### src/rtl/mux_2_1_rr_arb_pkg.sv
// Shared constants for the 2:1 round-robin packet arbiter: FSM state codes,
// source ids and a helper that maps a source to its lock state.
package mux_pkg;

  localparam logic [1:0] ST_IDLE   = 2'd0;
  localparam logic [1:0] ST_LOCK_A = 2'd1;
  localparam logic [1:0] ST_LOCK_B = 2'd2;

  localparam logic SRC_A = 1'b0;
  localparam logic SRC_B = 1'b1;

  typedef enum logic [1:0] {
    IDLE   = ST_IDLE,
    LOCK_A = ST_LOCK_A,
    LOCK_B = ST_LOCK_B
  } state_t;

  function automatic state_t lock_of(input logic src);
    return (src == SRC_B) ? LOCK_B : LOCK_A;
  endfunction

endpackage

### src/rtl/mux_2_1_rr_pick_2.sv
// Combinational two-way round-robin pick. While a packet is locked the grant is
// pinned to the owner regardless of either request.
module rr_pick_2
  import mux_pkg::*;
(
  input  logic       req_a,
  input  logic       req_b,
  input  logic       ptr,
  input  logic [1:0] lock_state,
  output logic       grant,
  output logic       grant_vld
);

  always_comb begin
    grant     = SRC_A;
    grant_vld = 1'b0;
    if (lock_state == ST_LOCK_A) begin
      grant     = SRC_A;
      grant_vld = 1'b1;
    end else if (lock_state == ST_LOCK_B) begin
      grant     = SRC_B;
      grant_vld = 1'b1;
    end else if (req_a && req_b) begin
      // ptr is the last winner, so the other source goes next
      grant     = ~ptr;
      grant_vld = 1'b1;
    end else if (req_a) begin
      grant     = SRC_A;
      grant_vld = 1'b1;
    end else if (req_b) begin
      grant     = SRC_B;
      grant_vld = 1'b1;
    end
  end

endmodule

### src/rtl/mux_2_1_rr_arb.sv
// Two-source packet arbiter feeding a registered output stage; s tells the
// downstream 2:1 mux which source produced the registered beat.
module mux_2_1_rr_arb
  import mux_pkg::*;
#(
  parameter int WIDTH   = 8,
  parameter int FIRST_B = 0
) (
  input  logic             clk,
  input  logic             rst,
  input  logic             a_valid,
  input  logic [WIDTH-1:0] a_data,
  input  logic             a_last,
  output logic             a_ready,
  input  logic             b_valid,
  input  logic [WIDTH-1:0] b_data,
  input  logic             b_last,
  output logic             b_ready,
  output logic             out_valid,
  output logic [WIDTH-1:0] out_data,
  output logic             out_last,
  input  logic             out_ready,
  output logic             s,
  output logic [1:0]       state
);

  // valid/ready: a beat moves on x when x_valid & x_ready in the same cycle;
  // ready is granted only when the output register is empty or draining.
  state_t     state_q;
  logic       ptr_q;
  logic       grant;
  logic       grant_vld;
  logic       load;
  logic       xfer;
  logic [WIDTH-1:0] sel_data;
  logic       sel_last;

  rr_pick_2 u_pick (
    .req_a      (a_valid),
    .req_b      (b_valid),
    .ptr        (ptr_q),
    .lock_state (state_q),
    .grant      (grant),
    .grant_vld  (grant_vld)
  );

  assign load     = !out_valid || out_ready;
  assign a_ready  = load && grant_vld && (grant == SRC_A);
  assign b_ready  = load && grant_vld && (grant == SRC_B);
  assign xfer     = (a_valid && a_ready) || (b_valid && b_ready);
  assign sel_data = (grant == SRC_B) ? b_data : a_data;
  assign sel_last = (grant == SRC_B) ? b_last : a_last;
  assign state    = state_q;

  always_ff @(posedge clk or posedge rst) begin
    if (rst) begin
      out_valid <= 1'b0;
      out_data  <= '0;
      out_last  <= 1'b0;
      s         <= SRC_A;
      state_q   <= IDLE;
      ptr_q     <= (FIRST_B != 0) ? SRC_A : SRC_B;
    end else if (xfer) begin
      out_valid <= 1'b1;
      out_data  <= sel_data;
      out_last  <= sel_last;
      s         <= grant;
      if (sel_last) begin
        state_q <= IDLE;
        ptr_q   <= grant;
      end else begin
        state_q <= lock_of(grant);
      end
    end else if (out_ready) begin
      out_valid <= 1'b0;
    end
  end

endmodule

### config.mk
export PLATFORM = sky130hd
export DESIGN_NAME = mux_2_1_rr_arb
export DESIGN_NICKNAME = d
export VERILOG_FILES = /design/src/rtl/mux_2_1_rr_arb_pkg.sv /design/src/rtl/mux_2_1_rr_pick_2.sv /design/src/rtl/mux_2_1_rr_arb.sv
export SDC_FILE = /design/constraint.sdc
export NUM_CORES = 1
export LEC_CHECK = 0
export ABC_AREA = 1
export CAP_MARGIN = 0
export CORE_MARGIN = 2
export CORE_UTILIZATION = 40
export CTS_CLUSTER_DIAMETER = 100
export CTS_CLUSTER_SIZE = 8
export DETAILED_ROUTE_END_ITERATION = 16
export PLACE_DENSITY_LB_ADDON = 0.3
export SYNTH_ARGS = -nofsm -noshare
export SYNTH_HDL_FRONTEND = slang
export SYNTH_SLANG_ARGS = --single-unit
### constraint.sdc
create_clock -name clk -period 3.9 [get_ports clk]
set_input_delay 1.17 -clock clk [delete_from_list [all_inputs] [get_ports clk]]
set_output_delay 1.17 -clock clk [all_outputs]
set_load 0.01 [all_outputs]
# After elaboration in Yosys (flattened, before gate mapping)
# Cells that the tools add are included.
dict set report word_totals {
  inputBits 23
  wordCells 36
  regBits 14
  out_inout_bits 15
}
dict set report op_classes {
  n_reduce_logical 11
  eq_ne 2
  mux 15
  bitwise_logic 2
}
# operator count
set op_table {}
lappend op_table {{$mux 1} 12}
lappend op_table {{$mux 8} 1}
lappend op_table {{$logic_and 1x1->1} 6}
lappend op_table {{$mux 2} 2}
lappend op_table {{$eq 2x1->1 const B} 1}
lappend op_table {{$eq 2x2->1 const B} 1}
lappend op_table {{$logic_or 1x1->1} 2}
lappend op_table {{$not 1->1} 2}
lappend op_table {{$reduce_and 2->1} 1}
lappend op_table {{$reduce_bool 2->1} 1}
lappend op_table {{$logic_not 1->1} 1}

# Logic depth before layout (Yosys ltp)
# Gate-level depths: netlist (run 1).
dict set report logic_depth {
  word_depth 10
  mapped_depth 10
  mapped_depth_nobuf 10
}

# Cells and area by module
# Synthesis (run 1) repeated with hierarchy kept, for this count alone.
dict set report unflattened {
  hier_cells 105
  hier_area_um2 739.5
}
# mod cells_per_inst seq_area_each_um2 area_each_um2 instances
set modules_own_cells {}
lappend modules_own_cells {mux_2_1_rr_arb 96 351.6 695.7 1}
lappend modules_own_cells {rr_pick_2 9 0.0 43.8 1}

# Least setup slack after synthesis (run 1)
# No wires, ideal clock.
dict set report synth_path {
  path_kind {in2out}
  start {input port a_valid}
  end {output port b_ready}
  path_buffers 0
  t_arrival_ps 1642
  cell_stages 5
  required_time_ps 2730
  slack_ps 1088
  cell_sequence {nand2_1 nand3_2 nand2_4 inv_2 nor2_1}
}
dict set report synth_between {
  elab_chain_cells 6
  word_cells_on_any_way 11
  classes_between {8 x mux; 3 x reduce/logical}
}
# element line
set synth_rtl {}
lappend synth_rtl {{from (decl)} mux_2_1_rr_arb.sv:11} ;# input logic a_valid,
lappend synth_rtl {{$mux 1 / $logic_and 1x1->1 (equally long branches)} {mux_2_1_rr_pick_2.sv:27, mux_2_1_rr_pick_2.sv:23}}
lappend synth_rtl {{$mux 1} mux_2_1_rr_pick_2.sv:23} ;# end else if (req_a && req_b) begin
lappend synth_rtl {{$mux 1} mux_2_1_rr_pick_2.sv:20} ;# end else if (lock_state == ST_LOCK_B) begin
lappend synth_rtl {{$mux 1} mux_2_1_rr_pick_2.sv:17} ;# if (lock_state == ST_LOCK_A) begin
lappend synth_rtl {{$logic_and 1x1->1} mux_2_1_rr_arb.sv:49} ;# assign b_ready = load && grant_vld && (grant == SRC_B);
lappend synth_rtl {{$logic_and 1x1->1 *} mux_2_1_rr_arb.sv:49}
lappend synth_rtl {{to (decl)} mux_2_1_rr_arb.sv:18} ;# output logic b_ready,
# Every way passes the cells marked *; elsewhere a longest branch is shown, timed or not.

# Worst setup path in the final report (run 1)
dict set report layout_path {
  start {input port a_valid}
  end {output port a_ready}
}
dict set report layout_between {
  elab_chain_cells 6
  word_cells_on_any_way 12
  classes_between {8 x mux; 1 x bitwise; 3 x reduce/logical}
}
# element line
set layout_rtl {}
lappend layout_rtl {{$mux 1 / $logic_and 1x1->1 (equally long branches)} {mux_2_1_rr_pick_2.sv:27, mux_2_1_rr_pick_2.sv:23}}
lappend layout_rtl {{$mux 1} mux_2_1_rr_pick_2.sv:23}
lappend layout_rtl {{$mux 1} mux_2_1_rr_pick_2.sv:20}
lappend layout_rtl {{$mux 1} mux_2_1_rr_pick_2.sv:17}
lappend layout_rtl {{$logic_and 1x1->1 / $not 1->1 (equally long branches)} mux_2_1_rr_arb.sv:48} ;# assign a_ready = load && grant_vld && (grant == SRC_A);
lappend layout_rtl {{$logic_and 1x1->1 *} mux_2_1_rr_arb.sv:48}
lappend layout_rtl {{to (decl)} mux_2_1_rr_arb.sv:14} ;# output logic a_ready,
# Marked as above.

==> flow_summary_export.csv, run 1 <==
group,metric,value,unit
setup_path,startpoint_type,"input port",
setup_path,rrSetupSlack,2.29,ns
timing,slew_headroom,0.6553,
placement,port_buffers,37,
timing,fin_crit_sh,0.9709,
setup_path,ff2ff_path_depth,10,
floorplanning,core_area,0.001745,mm^2
global_route,grt_max_degree,16,
placement,dp_hpwl,1263,um
detailed_routing,via_count,748,
detailed_routing,drc_errors,0,
worst_hold_path,hold_depth,2,
timing,tns,0,ns
global_route,grt_pass1_wl,2642,um
yosys,synthDistinctLibCells,15,
power,powerDensity,731.4,mW/mm^2
floorplanning,rows,15,
cells_and_area,fin_nets,165,
setup_path,critPathKind,"in -> out",
clocking,clock-sinks,14,
detailed_routing,wirelength,1641,um
global_route,track_usage,0.1717,
setup_path,reg2reg_to,"out_last$_DFFE_PP0P_",
timing,finalHoldViolCount,0,
cells_and_area,diodes,0,
cells_and_area,area_growth,55.97,%
cells_and_area,drive_gt1_frac,0.1348,
setup_path,crit_arrival,2.62,ns
timing,setup_violations,0,
clocking,clk_transition_reported_paths,0.08,ns
timing,rsz0062_at_grt,"no",
yosys,ys_seq_area_frac,0.4723,
worst_hold_path,min_to,"ptr_q$_DFFE_PP1P_",
worst_hold_path,hp-class,"reg -> reg",
yosys,synth.avg_cell_area,7.445,um^2
placement,gp_congestion,0.6888,
global_route,grt.overflow.total,0,
run_status,status,"finished clean",
clocking,cts_hold_buf,0,
placement,dpl.cell_count,162,
cells_and_area,n_fill_cell,164,
yosys,synth_top_family_by_area,"simple AND/OR/NAND/NOR gates",
clocking,cts_root_buf,"clkbuf_4",
clocking,clk_latency,0.28,ns
cells_and_area,final_common_cell,"nand2_1",
detailed_routing,via_per_inst,4.506,
clocking,cts_tree,"done",
yosys,synth-compound-area-share,0.01345,
yosys,ys_warn_count,0,
power,ir_worst_vdd,0.4123,mV
floorplanning,die_w,47.14,um
floorplanning,die_h,47.14,um
yosys,synth-seq-cells,14,
yosys,synth_simple_gate_area_frac,0.4487,
clocking,cts_resized,0,
timing,fmax,264.1,MHz
flow_run,drv_cap,0,
power,leakage,0.5825,nW
clocking,post_cts_buffers,0,
global_route,antenna_found_initial,0,
detailed_routing,routedWlPerCell,9.886,um
timing,drv_slew,0,
floorplanning,die_area,0.002222,mm^2
cells_and_area,stdcell_count,166,
yosys,synthMuxAreaShare,0,
yosys,synthXorXnorAreaFrac,0,
detailed_routing,detail_route.iter0.violations,8,
yosys,synthesis.area,744.5,um^2
timing,finalClockSkew,0.009943,ns
setup_path,startpoint,"a_valid",
detailed_routing,drtAntennaViolNets,0,
global_route,grt_pass1_vias,656,
yosys,synth_cells,100,
setup_path,path_max_fanout,3,
detailed_routing,drtPass1Iterations,4,
setup_path,reg2reg_from,"state[1]$_DFFE_PP0P_",
timing,period_needed,3.786,ns
setup_path,endpoint_kind,"primary output",
timing,tightestPinTransition,0.5164,ns
yosys,yosys.area_share.adder,0,
cells_and_area,layout_common_cells,"61 x nand2_1, 37 x clkdlybuf4s50_1, 13 x dfrtp_1, 4 x nor2_1",
clocking,clk_path_buf_depth,2,
worst_hold_path,hp-start,"ptr_q$_DFFE_PP1P_",
setup_path,worstPathRequired,2.73,ns
floorplanning,io_pins,38,
clocking,cts_buffers,3,
clocking,h-tree-depth,1,
floorplanning,start_util,0.4265,
yosys,synth_fp_nets,123,
[routing by layer]
metal,routed length (um),track usage,up-vias
li1,-,-,384
met2,846,0.2849,22
met5,0,0,-
met4,34,0.1000,0
met3,55,0.02308,4
met1,705,0.2124,338
[cell type report]
cell class                 count  area [um^2]  area share
inverter                       6        22.52     0.01940
multi-input combinational     78        344.1      0.2963
tap                           25        31.28     0.02694
timing repair buffer          39        385.4      0.3319
sequential                    14        351.6      0.3028
clock buffer                   4        26.28     0.02263
[metrics by stage]
stage / setup WS (ns) / hold WS [ns] / power [mW] / util / area [um^2]
after floorplan: 1.088 / 0.4419 / 0.5592 / - / 744.5
after global placement: 0.1652 / 0.4534 / 0.7589 / 0.6502 / 1135
after detailed placement: 0.1138 / 0.4571 / 0.7698 / 0.6502 / 1135
after CTS: 0.1084 / 0.4717 / 0.8590 / 0.6652 / 1161
after global routing: 0.03433 / 0.5109 / 0.9290 / 0.6652 / 1161
final: 0.1136 / 0.4705 / 0.8492 / 0.6652 / 1161
[worst max-delay path, stage by stage]
cell and delay, ns:
clkdlybuf4s50_1 0.52, nand2_1 0.08, nand3_2 0.09, nand2_4 0.06
nor2_2 0.14, clkdlybuf4s50_1 0.56
[logic make-up after synthesis]
| group | Yosys count |
|---|---|
| AO/OA/AOI/OAI | 2 |
| buffers and inverters | 8 |
| AND/OR/NAND/NOR | 76 |
| flip-flops | 14 |
[how the worst max path moves through the flow]
stage / endpoint / slack (ns) / cells after the start
after global placement: a_ready / 0.17 / 6
after global routing: a_ready / 0.03 / 6
after CTS: a_ready / 0.11 / 6
after floorplan: b_ready / 1.09 / 5
final: a_ready / 0.11 / 6
after detailed placement: a_ready / 0.11 / 6
[cell usage after synthesis (all sizes together)]
library cell   n  area, um^2
nand2         66       270.3
dfrtp         13       325.3
inv            6       22.52
nor2           6       27.52
nand3          3       30.03
buf            2       26.27
o21ai          2       10.00
dfstp          1       26.28
nand4          1       6.260
[where the power goes]
part	total [mW]	internal [mW]	leakage [nW]	switching [mW]
clock	0.0875	0.0397	0.0150	0.0479
combinational	0.502	0.242	0.395	0.260
sequential	0.260	0.219	0.172	0.0406
total	0.849	0.501	0.582	0.348
[registers in the layout, summed over array words and instances, names as in the netlist]
register	cells
out_valid	1
out_last	1
s	1
ptr_q	1
state	2
out_data	8
No activity file was read; power rests on OpenSTA's default activity.
==> run 2: changes to the inputs <==
- TNS_END_PERCENT: default -> 20
==> results of run 2 <==
Same layout as run 1: the final DEF is identical, and so are final timing and power.
